File: config.mk
export PLATFORM = sky130hd
export DESIGN_NAME = bcd_ndigit
export DESIGN_NICKNAME = d
export VERILOG_FILES = /design/src/rtl/bcd_ndigit_pkg.sv /design/src/rtl/bcd_ndigit_divmod10_seq.sv /design/src/rtl/bcd_ndigit.sv
export SDC_FILE = /design/constraint.sdc
export NUM_CORES = 1
export LEC_CHECK = 0
export BUFFER_PORTS_ARGS = -buffer_cell sky130_fd_sc_hd__buf_2
export CAP_MARGIN = 20
export CORE_MARGIN = 4
export CORE_UTILIZATION = 58
export DETAILED_ROUTE_END_ITERATION = 16
export GPL_ROUTABILITY_DRIVEN = 0
export PLACE_DENSITY = 0.89
export SYNTH_ARGS = -nofsm -noshare
export SYNTH_HDL_FRONTEND = slang
export SYNTH_SLANG_ARGS = --single-unit
File: constraint.sdc
create_clock -name clk_i -period 2.55 [get_ports clk_i]
set_clock_uncertainty 0.2 [all_clocks]
set_input_delay 0.1275 -clock clk_i [delete_from_list [all_inputs] [get_ports clk_i]]
set_output_delay 0.1275 -clock clk_i [all_outputs]
set_load 0.01 [all_outputs]
File: src/rtl/bcd_ndigit_pkg.sv
// rtl/bcd_ndigit_pkg.sv - shared state encoding, blank code and latency helper for bcd_ndigit
package bcd_ndigit_pkg;

    typedef enum logic [1:0] {
        ST_IDLE   = 2'd0,
        ST_LOAD   = 2'd1,
        ST_DIVIDE = 2'd2,
        ST_STORE  = 2'd3
    } state_e;

    localparam logic [3:0] BCD_BLANK  = 4'hF;
    localparam int         MAX_DIGITS = 8;

    function automatic int calc_latency(input int digits, input int width);
        return digits * (width + 1);
    endfunction

endpackage

File: src/rtl/bcd_ndigit_divmod10_seq.sv
// rtl/bcd_ndigit_divmod10_seq.sv - restoring divide-by-10, one quotient bit per cycle
module divmod10_seq #(
    parameter int WIDTH = 14
) (
    input  logic             clk_i,
    input  logic             rst_i,
    input  logic             start_i,
    input  logic [WIDTH-1:0] dividend_i,
    output logic [WIDTH-1:0] quotient_o,
    output logic [3:0]       remainder_o,
    output logic             valid_o
);
    localparam int SW = $clog2(WIDTH + 1);

    logic [WIDTH-1:0] quo_q, quo_d;
    logic [3:0]       rem_q, rem_d;
    logic [SW-1:0]    step_q, step_d;
    logic             busy_q, busy_d;
    logic             valid_q, valid_d;
    logic [WIDTH-1:0] src;
    logic [3:0]       rem_in;
    logic [4:0]       trial;
    logic             qbit;

    // The start edge already resolves the MSB, so WIDTH-1 further steps finish the job.
    always_comb begin
        src     = start_i ? dividend_i : quo_q;
        rem_in  = start_i ? 4'd0 : rem_q;
        trial   = {rem_in, src[WIDTH-1]};
        qbit    = (trial >= 5'd10);
        quo_d   = quo_q;
        rem_d   = rem_q;
        step_d  = step_q;
        busy_d  = busy_q;
        valid_d = 1'b0;
        if (start_i || busy_q) begin
            rem_d = qbit ? (trial[3:0] - 4'd10) : trial[3:0];
            quo_d = {src[WIDTH-2:0], qbit};
            if (start_i) begin
                busy_d = 1'b1;
                step_d = SW'(1);
            end else begin
                step_d = step_q + SW'(1);
                if (step_q == SW'(WIDTH - 1)) begin
                    busy_d  = 1'b0;
                    valid_d = 1'b1;
                end
            end
        end
    end

    always_ff @(posedge clk_i) begin
        if (rst_i) begin
            quo_q   <= '0;
            rem_q   <= '0;
            step_q  <= '0;
            busy_q  <= 1'b0;
            valid_q <= 1'b0;
        end else begin
            quo_q   <= quo_d;
            rem_q   <= rem_d;
            step_q  <= step_d;
            busy_q  <= busy_d;
            valid_q <= valid_d;
        end
    end

    assign quotient_o  = quo_q;
    assign remainder_o = rem_q;
    assign valid_o     = valid_q;

endmodule

File: src/rtl/bcd_ndigit.sv
// rtl/bcd_ndigit.sv - iterative binary-to-BCD converter; BCD_NDIGIT_BLANK_EN enables leading-zero blanking
module bcd_ndigit
    import bcd_ndigit_pkg::*;
#(
    parameter int DIGITS = 4,
    parameter int WIDTH  = 14
) (
    input  logic                  clk_i,
    input  logic                  rst_i,
    input  logic                  start_i,
    input  logic [WIDTH-1:0]      value_i,
    output logic                  ready_o,
    output logic                  done_o,
    output logic [4*DIGITS-1:0]   digits_o,
    output logic                  overflow_o
);
    localparam int CW = $clog2(WIDTH);

    state_e              state_q;
    logic [WIDTH-1:0]    dvd_q;
    logic [3:0]          cnt_q;
    logic [CW-1:0]       div_cnt_q;
    logic [4*DIGITS-1:0] shadow_q, shadow_d;
    logic [4*DIGITS-1:0] pub_d;
    logic                ready_q, done_q, ovf_q;
    logic [4*DIGITS-1:0] digits_q;
    logic                div_start;
    logic [WIDTH-1:0]    div_quo;
    logic [3:0]          div_rem;
    logic                div_valid;
    logic                lead;

    assign div_start = (state_q == ST_LOAD);

    divmod10_seq #(.WIDTH(WIDTH)) u_div (
        .clk_i       (clk_i),
        .rst_i       (rst_i),
        .start_i     (div_start),
        .dividend_i  (dvd_q),
        .quotient_o  (div_quo),
        .remainder_o (div_rem),
        .valid_o     (div_valid)
    );

    // Shadow with the digit being stored merged in, so publish sees the full result.
    always_comb begin
        shadow_d = shadow_q;
        for (int i = 0; i < DIGITS; i++) begin
            if (cnt_q == 4'(i)) shadow_d[4*i +: 4] = div_rem;
        end
        pub_d = shadow_d;
        lead  = 1'b1;
        if (|div_quo) begin
            pub_d = {DIGITS{4'h9}};
        end else begin
`ifdef BCD_NDIGIT_BLANK_EN
            for (int i = DIGITS - 1; i >= 1; i--) begin
                if (lead && shadow_d[4*i +: 4] == 4'd0) pub_d[4*i +: 4] = BCD_BLANK;
                else lead = 1'b0;
            end
`else
            lead = 1'b0;
`endif
        end
    end

    always_ff @(posedge clk_i) begin
        if (rst_i) begin
            state_q   <= ST_IDLE;
            dvd_q     <= '0;
            cnt_q     <= '0;
            div_cnt_q <= '0;
            shadow_q  <= {DIGITS{BCD_BLANK}};
            ready_q   <= 1'b1;
            done_q    <= 1'b0;
            ovf_q     <= 1'b0;
            digits_q  <= {DIGITS{BCD_BLANK}};
        end else begin
            done_q <= 1'b0;
            case (state_q)
                ST_IDLE: begin
                    if (start_i) begin
                        dvd_q   <= value_i;
                        cnt_q   <= '0;
                        ready_q <= 1'b0;
                        state_q <= ST_LOAD;
                    end
                end
                ST_LOAD: begin
                    div_cnt_q <= '0;
                    state_q   <= ST_DIVIDE;
                end
                ST_DIVIDE: begin
                    if (div_cnt_q == CW'(WIDTH - 2)) state_q <= ST_STORE;
                    else div_cnt_q <= div_cnt_q + CW'(1);
                end
                ST_STORE: begin
                    if (div_valid) begin
                        shadow_q <= shadow_d;
                        dvd_q    <= div_quo;
                        cnt_q    <= cnt_q + 4'd1;
                        if (cnt_q == 4'(DIGITS - 1)) begin
                            state_q  <= ST_IDLE;
                            ready_q  <= 1'b1;
                            done_q   <= 1'b1;
                            digits_q <= pub_d;
                            ovf_q    <= |div_quo;
                        end else begin
                            state_q <= ST_LOAD;
                        end
                    end
                end
                default: state_q <= ST_IDLE;
            endcase
        end
    end

    assign ready_o    = ready_q;
    assign done_o     = done_q;
    assign digits_o   = digits_q;
    assign overflow_o = ovf_q;

endmodule

# Word-level counts from Yosys, hierarchy flattened
# Cells that the tools add are included.
word_totals:
  ff_bits: 83
  output_inout_bits: 19
  elab_cells: 81
classes:
  n_addsub: 4
  order_cmp: 1
  n_eq_ne: 13
  n_mux: 30
  bitwise_logic: 3
  reduce_logical: 16
ops:
  columns: ["operator", "n"]
  rows:
  - ["$mux W14", 3]
  - ["$mux W4", 10]
  - ["$pmux W14 S2", 1]
  - ["$mux W16", 1]
  - ["$pmux W4 S2", 2]
  - ["$reduce_or A14 Y1", 1]
  - ["$add A4 B1 Y4 const B", 3]
  - ["$reduce_and A3 Y1", 3]
  - ["$eq A4 B2 Y1 const B", 2]
  - ["$eq A4 B4 Y1 const B", 2]
  - ["$mux W1", 8]
  - ["$ne A2 B2 Y1 const B", 4]
  - ["$pmux W2 S4", 1]
  - ["$mux W2", 3]
  - ["$reduce_and A2 Y1", 3]
  - ["$reduce_bool A2 Y1", 3]
  - ["$reduce_or A3 Y1", 2]
  - ["$ge A5 B4 Y1 const B", 1]
  - ["$eq A2 B2 Y1 const B", 2]
  - ["$eq A4 B1 Y1 const B", 1]
  - ["$logic_not A4 Y1", 1]
  - ["$reduce_and A4 Y1", 1]
  - ["$sub A4 B4 Y4 const B", 1]
  - ["$not A1 Y1", 3]
  - ["5 further kinds", 5]

# Logic depth before layout (Yosys ltp)
depth:
  ltp_word: 4
  mapped_depth: 9

# By module
# From an unflattened synthesis, not the netlist that was laid out.
hier_totals:
  hier_cells: 384
  area_unflattened_um2: 3698.5
by_module_without_submodules:
  columns: ["mod", "instances", "cells_each", "area_per_inst_um2", "seq_area_each_um2"]
  rows:
  - ["bcd_ndigit", 1, 264, 2538.7, 1101.1]
  - ["divmod10_seq", 1, 120, 1159.9, 480.5]

# Least setup slack after synthesis
# Ideal clock, no wire load.
synth_path:
  kind: "register to register"
  from: "register state_q[1]"
  to: "register u_div.rem_q[2], in the netlist u_div.remainder_o[2]"
  arrival_time_ns: 1.826
  path_slack_ns: 0.429
  stages_incl_launch_ff: 10
  n_path_buf: 1
  period_less_slack_ns: 2.121
  cell_sequence: "dfxtp_1 inv_1 ha_1 clkbuf_1 nand2b_1 ha_1 nand2b_1 a21oi_1 o21bai_1 a221oi_1"
synth_via:
  elab_chain_len: 4
synth_rtl:
  columns: ["element", "line", "text"]
  rows:
  - ["from (decl)", "bcd_ndigit.sv:19", "state_e state_q;"]
  - ["from (signal assigned)", "bcd_ndigit.sv:69", "state_q <= ST_IDLE;"]
  - ["from (signal assigned)", "bcd_ndigit.sv:86", "state_q <= ST_LOAD;"]
  - ["from (signal assigned)", "bcd_ndigit.sv:91", "state_q <= ST_DIVIDE;"]
  - ["$eq A2 B1 Y1 (*)", "bcd_ndigit.sv:33", "assign div_start = (state_q == ST_LOAD);"]
  - ["$mux W14 or $mux W4 (tied branches)", "bcd_ndigit_divmod10_seq.sv:27, bcd_ndigit_divmod10_seq.sv:28", null]
  - ["$sub A4 B4 Y4 or $ge A5 B4 Y1 (tied branches)", "bcd_ndigit_divmod10_seq.sv:37, bcd_ndigit_divmod10_seq.sv:30", null]
  - ["$mux W4", "bcd_ndigit_divmod10_seq.sv:37", "rem_d = qbit ? (trial[3:0] - 4'd10) : trial[3:0];"]
  - ["to (signal assigned)", "bcd_ndigit_divmod10_seq.sv:61", "rem_q <= rem_d;"]
  - ["to (decl)", "bcd_ndigit_divmod10_seq.sv:16", "logic [3:0] rem_q, rem_d;"]
# Mark *: on every way between the ends. The rest lies on a longest branch, timed or not.
# A chain may end at the register's enable or synchronous reset.

# Worst setup path in the final report
layout_path:
  from: "register state_q[1]"
  to: "register u_div.rem_q[2], in the netlist u_div.remainder_o[2]"
layout_via:
  elab_chain_len: 4
layout_rtl:
  columns: ["element", "line", "text"]
  rows:
  - ["$eq A2 B1 Y1 (*)", "bcd_ndigit.sv:33", null]
  - ["named net div_start", "bcd_ndigit.sv:27", "logic div_start;"]
  - ["$mux W14 or $mux W4 (tied branches)", "bcd_ndigit_divmod10_seq.sv:27, bcd_ndigit_divmod10_seq.sv:28", null]
  - ["$sub A4 B4 Y4 or $ge A5 B4 Y1 (tied branches)", "bcd_ndigit_divmod10_seq.sv:37, bcd_ndigit_divmod10_seq.sv:30", null]
  - ["$mux W4", "bcd_ndigit_divmod10_seq.sv:37", null]
# Mark *: on every way through the listed nets, which the timed path passes. The rest lies on a longest branch.

==> metrics.csv <==
stage,metric,value,unit
yosys,syn_inst,408,
power,powerDensity,1010,mW/mm2
sta,hold_violations,0,
finish,area_growth,14.7,%
worst_setup_path,slowest_delay,0.41,ns
global_routing,grt_pass1_wl,13600,um
worst_setup_path,ff2ff_setup_slack,0.23,ns
sta,relSlewSlack,53.5,%
cts,clkTransAtPathRegs,0.08,ns
yosys,yosys_warnings,0,
yosys,async_flop_share,0,%
finish,layout_common_cells,"dfxtp_1, nor2_1, mux2i_1",
floorplanning,die_x,87.7,um
cts,cts_inserted_buffers,9,
sta,drv_slew,0,
yosys,ys_types,45,
worst_hold_path,holdCritStartpoint,digits_o[9]$_SDFFE_PP1P_,
sta,rsz0062_at_grt,no,
sta,setup_viol,0,
placed_design,portBuffers,35,
cts,cts_max_level,3,
yosys,yosysTopAreaCell,dfxtp_1,
global_routing,grt_usage,22.2,%
drt,drtIter0Drc,146,
sta,finalCritPeriodShare,91.0,%
worst_setup_path,critPathLaunchType,register,
yosys,synth-edff-count,0,
power,p_seq_share,41.5,%
yosys,synth-seq-cells,80,
power,switching_share,38.8,%
sta,tightest_slew,0.694,ns
floorplanning,coreArea,0.00606,mm2
finish,final_common_cell,dfxtp_1,
cts,clock_sinks,80,
yosys,synth_top_area_share,43.4,%
worst_setup_path,cp.required,2.62,ns
drt,drt.antenna.violating_nets,0,
worst_hold_path,hold_class,register to register,
worst_setup_path,crit_fanout,6,
worst_hold_path,worstHoldPathCells,2,
drt,vias_per_cell,5.85,
worst_setup_path,rr_startpoint,state_q[1]$_SDFFE_PP0P_,
yosys,synth.top_cells.by_area,"dfxtp_1, mux2i_1, a211oi_1, nor2_1, ha_1",
worst_setup_path,worstPathCellList,inv_1 > ha_1 > nand2b_1 > ha_1 > nand2b_1 > a21oi_1 > o21bai_1 > a221oi_1,
worst_setup_path,reg2regPathDepth,8,
floorplanning,start_util,60.9,%
worst_setup_path,arrival,2.39,ns
yosys,synth_nets,439,
power,comb_power_share,36.0,%
run_status,status,"finished, final reports clean",
finish,drive_gt1_share,14.4,%
finish,fillCellCount,464,
worst_setup_path,critical-path-slowest-cell,dfxtp_1,
sta,layout_min_cycle_time,2.32,ns
worst_setup_path,crit_type,register to register,
drt,routedWlPerCell,15.2,um
sta,timing.fmax,431,MHz
finish,n_antenna_cell,0,
cts,clockBufferDepth,2,
floorplanning,die_h,87.7,um
global_routing,grt_max_degree,45,
cts,ctsResizeCount,0,
finish,final_nets,476,
drt,num_vias,3071,
power,switchingPower,1.66,mW
power,intPower,2.61,mW
cts,clock_latency,0.36,ns
global_routing,grt_antenna_before_repair,0,
cts,cts_tree,yes,
floorplanning,die_area,0.00770,mm2
finish,fin_util,69.8,%
drt,drc,0,
yosys,syn_area_per_cell,9.04,um2
sta,setup_tns,0,ns
cts,root_buffer,clkbuf_8,
yosys,ys_seq_area_share,43.4,%
drt,routed_wl,7990,um
power,p_leak,1.60,nW
run,drv_cap,0,
placed_design,dpl.hpwl,5240,um
power,irDropWorstVdd,0.000641,V
cts,postCtsSetupRepairBufs,0,
global_routing,overflow,0,
power,clock_power_share,22.5,%
worst_hold_path,hold_end,digits_o[9]$_SDFFE_PP1P_,
worst_setup_path,end_kind,register,
drt,dr.pass1.iters,4,
yosys,synth_ff_type,dfxtp_1,
yosys,netlist_area,0.00369,mm2
floorplanning,num_rows,28,
global_routing,grt_pass1_vias,2951,
worst_setup_path,r2r_end,u_div.remainder_o[2]$_SDFFE_PP0P_,
sta,whs,0.275,ns
floorplanning,io_pins,36,
## critical path: cells and delay by family (launching register included)
kind | cells | cell delay [ns]
DFF | 1 | 0.41
AOI/OAI and AO/OA | 3 | 0.67
buffers and inverters | 1 | 0.11
and+or+nand+nor | 2 | 0.36
adders and majority gates | 2 | 0.50
## worst max path at each step
stage	startpoint	to	slack [ns]	depth (start not counted)
after floorplan	state_q[1]$_SDFFE_PP0P_	u_div.remainder_o[2]$_SDFFE_PP0P_	0.43	9
after global placement	state_q[1]$_SDFFE_PP0P_	u_div.remainder_o[2]$_SDFFE_PP0P_	0.38	8
after detailed placement	state_q[1]$_SDFFE_PP0P_	u_div.remainder_o[2]$_SDFFE_PP0P_	0.24	8
after CTS	state_q[1]$_SDFFE_PP0P_	u_div.remainder_o[2]$_SDFFE_PP0P_	0.21	8
after global routing	state_q[1]$_SDFFE_PP0P_	u_div.remainder_o[2]$_SDFFE_PP0P_	0.002	8
final	state_q[1]$_SDFFE_PP0P_	u_div.remainder_o[2]$_SDFFE_PP0P_	0.23	8
## power groups by stage
stage               logic, mW  clock network (mW)  registers, mW
floorplan                1.24                   0           1.71
global placement         1.43                   0           1.78
detailed placement       1.49                   0           1.80
CTS                      1.53               0.969           1.77
global route             1.73                1.02           1.81
finish                   1.54               0.961           1.77
## timing repair
action,CTS,global route
endpoints found under the hold margin,25,0
hold buffers,16,0
endpoints found under the setup margin,0,0
## synthesized netlist by cell type, types with 8 or more instances
master and number:
mux2i_1 39, o21ai_0 19, nand3_1 11, a2bb2oi_1 8
dfxtp_1 80, inv_1 11, a21oi_1 21, clkbuf_1 15
nor3_1 9, ha_1 14, a211oi_1 31, nor2_1 54
nand2_1 24
## area by class of cell
class                   instances  area, um2  share of cell area (%)
multi-input cells             287       1910                    45.2
flip-flops and latches         80       1600                    37.8
repair buffers                 56        373                    8.81
clock buffers                  12        155                    3.67
well taps                      75       93.8                    2.22
clock inverters                 4       52.6                    1.24
inverters                      11       41.3                   0.976
## flip-flops by register name, summed over array words and instances, names as in the netlist, 4 cells and up
register,flops
digits_o,16
shadow_q,13
dvd_q,14
div_cnt_q,4
cnt_q,4
u_div.step_q,4
u_div.remainder_o,4
u_div.quotient_o,14
## kinds of logic (layout without fill, tap and decap cells)
family	after synthesis	after routing	share of synthesized area (%)
adder cells (fa/ha/maj)	14	14	4.75
buffers and inverters	41	83	4.82
flip-flops	80	80	43.4
multiplexers	39	39	10.6
XOR/XNOR	4	4	0.950
AND/OR/NAND/NOR	128	128	17.5
AO/OA/AOI/OAI	102	102	18.0
## routing by layer
layer  vias to the layer above  track usage (%)  part of all wire [%]
met2                        73             36.9                    50
met5                         -                0                     0
li1                       1527                -                     -
met3                        14             6.49                   5.2
met1                      1457             27.5                    43
met4                         0             7.39                   1.6
## through the flow
| step | power [mW] | setup slack [ns] | area, um2 | instances |
|---|---|---|---|---|
| 2_1_floorplan | 2.95 | 0.429 | 3690 | 408 |
| 3_3_place_gp | 3.20 | 0.382 | 3860 | 493 |
| 3_5_place_dp | 3.29 | 0.238 | 3860 | 493 |
| 4_1_cts | 4.27 | 0.213 | 4230 | 525 |
| 5_1_grt | 4.56 | 0.00221 | 4230 | 525 |
| 6_report | 4.27 | 0.229 | 4230 | 525 |
Note: power is estimated with default switching activity, not from simulation.
